## config.mk

```make
export PLATFORM = sky130hd
export DESIGN_NAME = muldiv_seq
export DESIGN_NICKNAME = d
export VERILOG_FILES = /design/src/rtl/muldiv_seq.sv
export SDC_FILE = /design/constraint.sdc
export NUM_CORES = 1
export LEC_CHECK = 0
export BUFFER_PORTS_ARGS = -buffer_cell sky130_fd_sc_hd__buf_2
export CELL_PAD_IN_SITES_DETAIL_PLACEMENT = 1
export CELL_PAD_IN_SITES_GLOBAL_PLACEMENT = 1
export CORE_UTILIZATION = 49
export CTS_BUF_LIST = sky130_fd_sc_hd__clkbuf_4 sky130_fd_sc_hd__clkbuf_8 sky130_fd_sc_hd__clkbuf_16
export CTS_CLUSTER_SIZE = 16
export DETAILED_ROUTE_END_ITERATION = 10
export PLACE_DENSITY_LB_ADDON = 0.1
export REMOVE_ABC_BUFFERS = 1
export SETUP_SLACK_MARGIN = 0.15
export SYNTH_ARGS = -nofsm -noshare
export SYNTH_HDL_FRONTEND = slang
export SYNTH_SLANG_ARGS = --single-unit
```

## constraint.sdc

```tcl
create_clock -name clk -period 8.17 [get_ports clk]
set_clock_uncertainty 0.1 [all_clocks]
set_input_delay 1.634 -clock clk [delete_from_list [all_inputs] [get_ports clk]]
set_output_delay 1.634 -clock clk [all_outputs]
set_load 0.05 [all_outputs]
```

## src/rtl/muldiv_seq.sv

```systemverilog
// muldiv_seq: sequential multiply / divide / shift unit for the execute stage.
//
// Multiply (shift-add) and divide (restoring) iterate one bit per cycle over
// WIDTH cycles; shifts and divide-by-zero finish straight away.
// Signed or unsigned operation is selected per request.
//
// Handshake: start is sampled only on an edge where busy=0. The operands and
// op/sgn are latched on that edge. Later changes on op, sgn, a and b have no
// effect. A start that arrives while busy=1 is dropped, not queued. done is a
// one-cycle pulse, and busy is low during that cycle. res_lo/res_hi are valid
// from the done cycle and hold their value until the next done. divbyzero and
// ovf are high only together with done.
//
// Ports:
//   clk        clock, rising edge
//   rst        synchronous reset, active low
//   start      operation request
//   op         00 shl, 01 mul, 10 div, 11 shr
//   sgn        1 = signed mul/div and arithmetic shr
//   a, b       operands (b[SHW-1:0] is the shift amount)
//   busy       pipeline stall, high from the cycle after accept until done
//   done       result-valid pulse
//   res_lo     product low / quotient / shift result
//   res_hi     product high / remainder / zero for shifts
//   divbyzero  division had b == 0
//   ovf        signed MIN / -1 division
//   dbg_state  current FSM state (IDLE=0, PREP=1, RUN=2, FIX=3, FIN=4)
module muldiv_seq #(
    parameter int WIDTH = 16,
    parameter int SHW   = $clog2(WIDTH)
) (
    input  logic             clk,
    input  logic             rst,
    input  logic             start,
    input  logic [1:0]       op,
    input  logic             sgn,
    input  logic [WIDTH-1:0] a,
    input  logic [WIDTH-1:0] b,
    output logic             busy,
    output logic             done,
    output logic [WIDTH-1:0] res_lo,
    output logic [WIDTH-1:0] res_hi,
    output logic             divbyzero,
    output logic             ovf,
    output logic [2:0]       dbg_state
);

    localparam logic [1:0] OP_SHL = 2'b00;
    localparam logic [1:0] OP_MUL = 2'b01;
    localparam logic [1:0] OP_DIV = 2'b10;
    localparam logic [1:0] OP_SHR = 2'b11;

    localparam logic [WIDTH-1:0] MIN_VAL = {1'b1, {(WIDTH-1){1'b0}}};

    typedef enum logic [2:0] {
        S_IDLE = 3'd0,
        S_PREP = 3'd1,
        S_RUN  = 3'd2,
        S_FIX  = 3'd3,
        S_FIN  = 3'd4
    } state_t;

    state_t           state_q, state_d;
    logic [1:0]       op_q, op_d;
    logic             sgn_q, sgn_d;
    logic [WIDTH-1:0] a_q, a_d;
    logic [WIDTH-1:0] b_q, b_d;
    logic [WIDTH-1:0] mag_q, mag_d;      // multiplicand or divisor magnitude
    logic [WIDTH-1:0] hi_q, hi_d;        // product high / partial remainder
    logic [WIDTH-1:0] lo_q, lo_d;        // multiplier / dividend-quotient
    logic [SHW-1:0]   cnt_q, cnt_d;
    logic             neg_lo_q, neg_lo_d;
    logic             neg_hi_q, neg_hi_d;
    logic             dbz_q, dbz_d;
    logic             ovf_pend_q, ovf_pend_d;
    logic             busy_q, busy_d;
    logic             done_q, done_d;
    logic [WIDTH-1:0] res_lo_q, res_lo_d;
    logic [WIDTH-1:0] res_hi_q, res_hi_d;
    logic             divbyzero_q, divbyzero_d;
    logic             ovf_q, ovf_d;

    // Datapath helpers
    logic               a_neg, b_neg;
    logic [WIDTH-1:0]   a_mag, b_mag;
    logic [SHW-1:0]     shamt;
    logic [WIDTH-1:0]   shl_res, shr_log, shr_ari;
    logic [WIDTH:0]     mul_sum;
    logic [WIDTH:0]     div_shift, div_diff;
    logic [2*WIDTH-1:0] prod_neg;

    assign a_neg = sgn_q & a_q[WIDTH-1];
    assign b_neg = sgn_q & b_q[WIDTH-1];
    assign a_mag = a_neg ? -a_q : a_q;
    assign b_mag = b_neg ? -b_q : b_q;

    assign shamt   = b[SHW-1:0];
    assign shl_res = a << shamt;
    assign shr_log = a >> shamt;
    assign shr_ari = $signed(a) >>> shamt;

    // Multiply step: add the multiplicand when the multiplier LSB is set. Then
    // shift the (WIDTH+1)-bit sum right into the {hi,lo} accumulator.
    assign mul_sum = {1'b0, hi_q} + (lo_q[0] ? {1'b0, mag_q} : {(WIDTH+1){1'b0}});

    // Restoring divide step: the next dividend bit enters the remainder. A
    // clear borrow bit (div_diff[WIDTH]) means the divisor fit.
    assign div_shift = {hi_q, lo_q[WIDTH-1]};
    assign div_diff  = div_shift - {1'b0, mag_q};

    assign prod_neg = -{hi_q, lo_q};

    always_comb begin
        state_d     = state_q;
        op_d        = op_q;
        sgn_d       = sgn_q;
        a_d         = a_q;
        b_d         = b_q;
        mag_d       = mag_q;
        hi_d        = hi_q;
        lo_d        = lo_q;
        cnt_d       = cnt_q;
        neg_lo_d    = neg_lo_q;
        neg_hi_d    = neg_hi_q;
        dbz_d       = dbz_q;
        ovf_pend_d  = ovf_pend_q;
        busy_d      = busy_q;
        done_d      = 1'b0;
        res_lo_d    = res_lo_q;
        res_hi_d    = res_hi_q;
        divbyzero_d = 1'b0;
        ovf_d       = 1'b0;

        case (state_q)
            S_IDLE: begin
                if (start) begin
                    op_d       = op;
                    sgn_d      = sgn;
                    a_d        = a;
                    b_d        = b;
                    dbz_d      = 1'b0;
                    ovf_pend_d = sgn && (op == OP_DIV) && (a == MIN_VAL) && (b == '1);
                    busy_d     = 1'b1;
                    case (op)
                        OP_SHL: begin
                            lo_d    = shl_res;
                            hi_d    = '0;
                            state_d = S_FIN;
                        end
                        OP_SHR: begin
                            lo_d    = sgn ? shr_ari : shr_log;
                            hi_d    = '0;
                            state_d = S_FIN;
                        end
                        OP_MUL: begin
                            state_d = S_PREP;
                        end
                        default: begin
                            if (b == '0) begin
                                // The divide-by-zero result is preset here.
                                // The iteration is skipped.
                                lo_d    = '1;
                                hi_d    = a;
                                dbz_d   = 1'b1;
                                state_d = S_FIN;
                            end else begin
                                state_d = S_PREP;
                            end
                        end
                    endcase
                end
            end

            S_PREP: begin
                hi_d     = '0;
                cnt_d    = SHW'(WIDTH - 1);
                neg_lo_d = a_neg ^ b_neg;
                neg_hi_d = a_neg;   // remainder follows the dividend sign
                if (op_q == OP_MUL) begin
                    mag_d = a_mag;
                    lo_d  = b_mag;
                end else begin
                    mag_d = b_mag;
                    lo_d  = a_mag;
                end
                state_d = S_RUN;
            end

            S_RUN: begin
                if (op_q == OP_MUL) begin
                    hi_d = mul_sum[WIDTH:1];
                    lo_d = {mul_sum[0], lo_q[WIDTH-1:1]};
                end else if (!div_diff[WIDTH]) begin
                    hi_d = div_diff[WIDTH-1:0];
                    lo_d = {lo_q[WIDTH-2:0], 1'b1};
                end else begin
                    hi_d = div_shift[WIDTH-1:0];
                    lo_d = {lo_q[WIDTH-2:0], 1'b0};
                end
                cnt_d = cnt_q - 1'b1;
                if (cnt_q == '0) begin
                    state_d = S_FIX;
                end
            end

            S_FIX: begin
                if (op_q == OP_MUL) begin
                    if (neg_lo_q) begin
                        {hi_d, lo_d} = prod_neg;
                    end
                end else begin
                    if (neg_lo_q) begin
                        lo_d = -lo_q;
                    end
                    if (neg_hi_q) begin
                        hi_d = -hi_q;
                    end
                end
                state_d = S_FIN;
            end

            S_FIN: begin
                res_lo_d    = lo_q;
                res_hi_d    = hi_q;
                done_d      = 1'b1;
                divbyzero_d = dbz_q;
                ovf_d       = ovf_pend_q;
                busy_d      = 1'b0;
                state_d     = S_IDLE;
            end

            default: begin
                busy_d  = 1'b0;
                state_d = S_IDLE;
            end
        endcase
    end

    always_ff @(posedge clk) begin
        if (!rst) begin
            state_q     <= S_IDLE;
            op_q        <= '0;
            sgn_q       <= 1'b0;
            a_q         <= '0;
            b_q         <= '0;
            mag_q       <= '0;
            hi_q        <= '0;
            lo_q        <= '0;
            cnt_q       <= '0;
            neg_lo_q    <= 1'b0;
            neg_hi_q    <= 1'b0;
            dbz_q       <= 1'b0;
            ovf_pend_q  <= 1'b0;
            busy_q      <= 1'b0;
            done_q      <= 1'b0;
            res_lo_q    <= '0;
            res_hi_q    <= '0;
            divbyzero_q <= 1'b0;
            ovf_q       <= 1'b0;
        end else begin
            state_q     <= state_d;
            op_q        <= op_d;
            sgn_q       <= sgn_d;
            a_q         <= a_d;
            b_q         <= b_d;
            mag_q       <= mag_d;
            hi_q        <= hi_d;
            lo_q        <= lo_d;
            cnt_q       <= cnt_d;
            neg_lo_q    <= neg_lo_d;
            neg_hi_q    <= neg_hi_d;
            dbz_q       <= dbz_d;
            ovf_pend_q  <= ovf_pend_d;
            busy_q      <= busy_d;
            done_q      <= done_d;
            res_lo_q    <= res_lo_d;
            res_hi_q    <= res_hi_d;
            divbyzero_q <= divbyzero_d;
            ovf_q       <= ovf_d;
        end
    end

    assign busy      = busy_q;
    assign done      = done_q;
    assign res_lo    = res_lo_q;
    assign res_hi    = res_hi_q;
    assign divbyzero = divbyzero_q;
    assign ovf       = ovf_q;
    assign dbg_state = state_q;

endmodule

```

==> flow_metrics.tcl <==
set metrics [dict create \
    rr_endpoint "hi_q[2]" \
    finalSetupTns_ps 0 \
    endpoint_kind "register" \
    ys_types 74 \
    dr.pass1.iters 5 \
    start_util_pct 50.6 \
    p_total_mw 2.92 \
    crit_type "in2reg" \
    numPortBuffers 76 \
    yosysWarnings 0 \
    cts.sinks 130 \
    num_vias 11557 \
    wl_per_cell_microns 23.7 \
    clkTransAtPathRegs_ps 70 \
    grt_pass1_wl_microns 64300 \
    wl_microns 41600 \
    ios 77 \
    worst_slew_pin_slew_ps 1220 \
    vias_per_cell 6.59 \
    swShare_pct 44.6 \
    rsz0062_at_grt "false" \
    layout.nets 1547 \
    cts_buffers 17 \
    die-area_sq_um 22500 \
    post-route-min-period_ps 4580 \
    syn_area_sq_um 10700 \
    overflow 0 \
    power.leakage_nw 4.51 \
    relSlewSlack_pct 18.2 \
    cp.arrival_ps 4850 \
    synth-edff-count 0 \
    fp-row-count 53 \
    tritoncts "done" \
    synthArstFlopShare_pct 0 \
    whs_path_depth 1 \
    synth_ff_type "dfxtp_1" \
    cts-hold-fix-buffers 0 \
    grt_use_met2_pct 62.4 \
    r2r_cells 9 \
    drtAntennaViolNets 0 \
    post-route-util_pct 55.2 \
    met1_usage_pct 45.8 \
    drt_iter0_markers 963 \
    ir_drop_v 0.000171 \
    core-area_sq_um 21200 \
    die_h_microns 150 \
    finalSetupViolations 0 \
    drv_slew 0 \
    cts_max_path_buffers 2 \
    postCtsSetupBuffers 0 \
    antenna_found_initial 1 \
    layout_setup_ws_ps 3590 \
    synth_area_per_cell_sq_um 7.27 \
    rrSetupSlack_ps 4270 \
    hold_path.class "reg2reg" \
    grt_max_degree 75 \
    synthCells 1477 \
    cts_root_buffer "clkbuf_16" \
    track_usage_pct 37.5 \
    p_sw_mw 1.31 \
    drc 0 \
    cts_resized 0 \
    die_w_microns 150 \
    syn_to_final_growth_pct 9.08 \
    power_per_cell_area_nw_per_um2 250 \
    synth.yosys.seq_area_share_pct 24.2 \
    grt_use_met3_pct 6.34 \
    clockPowerShare_pct 27.5 \
    place_ws_ps 3260 \
    top_usage_layer "met2" \
    yosys_register_bits 130 \
    timing.rr.start "hi_q[4]" \
    clk_latency_ps 440 \
    cp.required_ps 8440 \
    maxCapViolCount 0 \
    power.share.combinational_pct 44.2 \
    seq_power_share_pct 28.3 \
    finalHoldViolCount 0 \
    hold_end "ovf" \
    status "completed" \
    intPower_mw 1.62 \
    drive_gt1_share_pct 10.9 \
    grt_pass1_vias 11419 \
    gp_congestion 0.974 \
    period_share_pct 56.1 \
    cp_max_fo 45 \
    h-tree-depth 4 \
    hp-start "ovf_pend_q" \
    fmax_ghz 0.218 \
    start_kind "input pin" \
    dpl.hpwl_microns 30100 \
]
-- per-layer routing --
metal | vias to the layer above | wire length (microns)
li1 | 5270 | -
met1 | 5643 | 16900
met2 | 514 | 19600
met3 | 130 | 2980
met4 | 0 | 2200
met5 | - | 0
-- worst max-delay path, stage by stage --
cell and delay [ps]:
buf_2 410, nor4_1 780, and4_1 370, o211a_1 260, o21ai_1 350, buf_4 330
or2_2 360, a21oi_1 170, a32o_1 140
-- registers in the layout, indices dropped and copies added, names as in the netlist, 2 cells and up --
register and cells:
dbg_state 3, mag_q 16, hi_q 16, res_lo 16, res_hi 16, cnt_q 4
b_q 16, lo_q 16, op_q 2, a_q 16
-- cells in the mapped netlist, drive strengths merged (32+ instances only) --
cell type	instances	area share (%)
clkbuf	96	3.4
inv	49	1.7
nand2	270	9.5
nor3	34	1.6
dfxtp	130	24
xnor2	42	3.4
ha	42	4.9
o211ai	32	2.2
o21ai	68	3.3
mux2i	44	4.1
a21boi	51	3.6
a21oi	124	5.8
nor2	116	4.1
-- how the worst max path moves through the flow --
stage          startpoint          to  slack, ps  cells past startpoint
2_1_floorplan       start  ovf_pend_q       3370                      4
5_1_grt              b[1]     lo_q[9]       3470                      8
3_5_place_dp         b[1]    hi_q[15]       3260                     10
6_report             b[1]    lo_q[10]       3590                      9
3_3_place_gp         b[1]    hi_q[15]       3400                     10
4_1_cts              b[1]    lo_q[10]       3700                      9
-- power groups by stage --
stage	clock (mW)	sequential (mW)	combinational, mW
after floorplan	0	0.802	0.864
after global placement	0	0.832	1.22
after detailed placement	0	0.835	1.25
after CTS	0.809	0.822	1.27
after global routing	0.835	0.831	1.40
final	0.804	0.827	1.29
-- logic make-up after synthesis --
| logic type | Yosys count | share of synthesized area, % |
|---|---|---|
| AOI/OAI and AO/OA | 442 | 27.3 |
| xor gates and xnor gates | 60 | 4.90 |
| adders and majority gates | 44 | 5.27 |
| buffers and inverters | 171 | 6.30 |
| DFF | 130 | 24.2 |
| muxes | 66 | 8.20 |
| and+or+nand+nor | 564 | 23.7 |
-- placed cells by master, fill, tap and decap left out, types with 14 or more instances in the layout --
| cell | synthesis | routed |
|---|---|---|
| nor2b_1 | 18 | 16 |
| clkbuf_16 | 0 | 17 |
| o31ai_1 | 18 | 18 |
| a21boi_0 | 51 | 51 |
| a31oi_1 | 14 | 14 |
| o211ai_1 | 32 | 32 |
| mux4_2 | 17 | 17 |
| a21oi_1 | 124 | 124 |
| and2_1 | 16 | 16 |
| ha_1 | 42 | 42 |
| buf_4 | 1 | 15 |
| a211oi_1 | 29 | 29 |
| mux2i_1 | 44 | 44 |
| nand2_1 | 269 | 269 |
| nor3_1 | 34 | 34 |
| buf_2 | 12 | 76 |
| inv_1 | 49 | 49 |
| nor4_1 | 19 | 18 |
| nand2b_1 | 15 | 14 |
| xnor2_1 | 42 | 42 |
| nand3_1 | 28 | 28 |
| o21ai_0 | 62 | 62 |
| nor2_1 | 116 | 116 |
| dfxtp_1 | 130 | 130 |
| xor2_1 | 18 | 18 |
-- area by class of cell --
cell class / instances / area [sq um]
Sequential cell: 130 / 2600
Fill cell: 2727 / 9510
Multi-Input combinational cell: 1176 / 7480
Clock inverter: 14 / 165
Tap cell: 275 / 344
Inverter: 49 / 184
Clock buffer: 18 / 439
Timing Repair Buffer: 91 / 493
Antenna cell: 1 / 2.50
-- metrics by stage --
step	hold slack [ps]	std cells	cell area, sq um
final	358	1754	11700
after global routing	382	1753	11700
after CTS	363	1753	11700
after detailed placement	346	1721	11100
after global placement	337	1721	11100
after floorplan	330	1355	10200
Power figures use the tool's default switching activity.
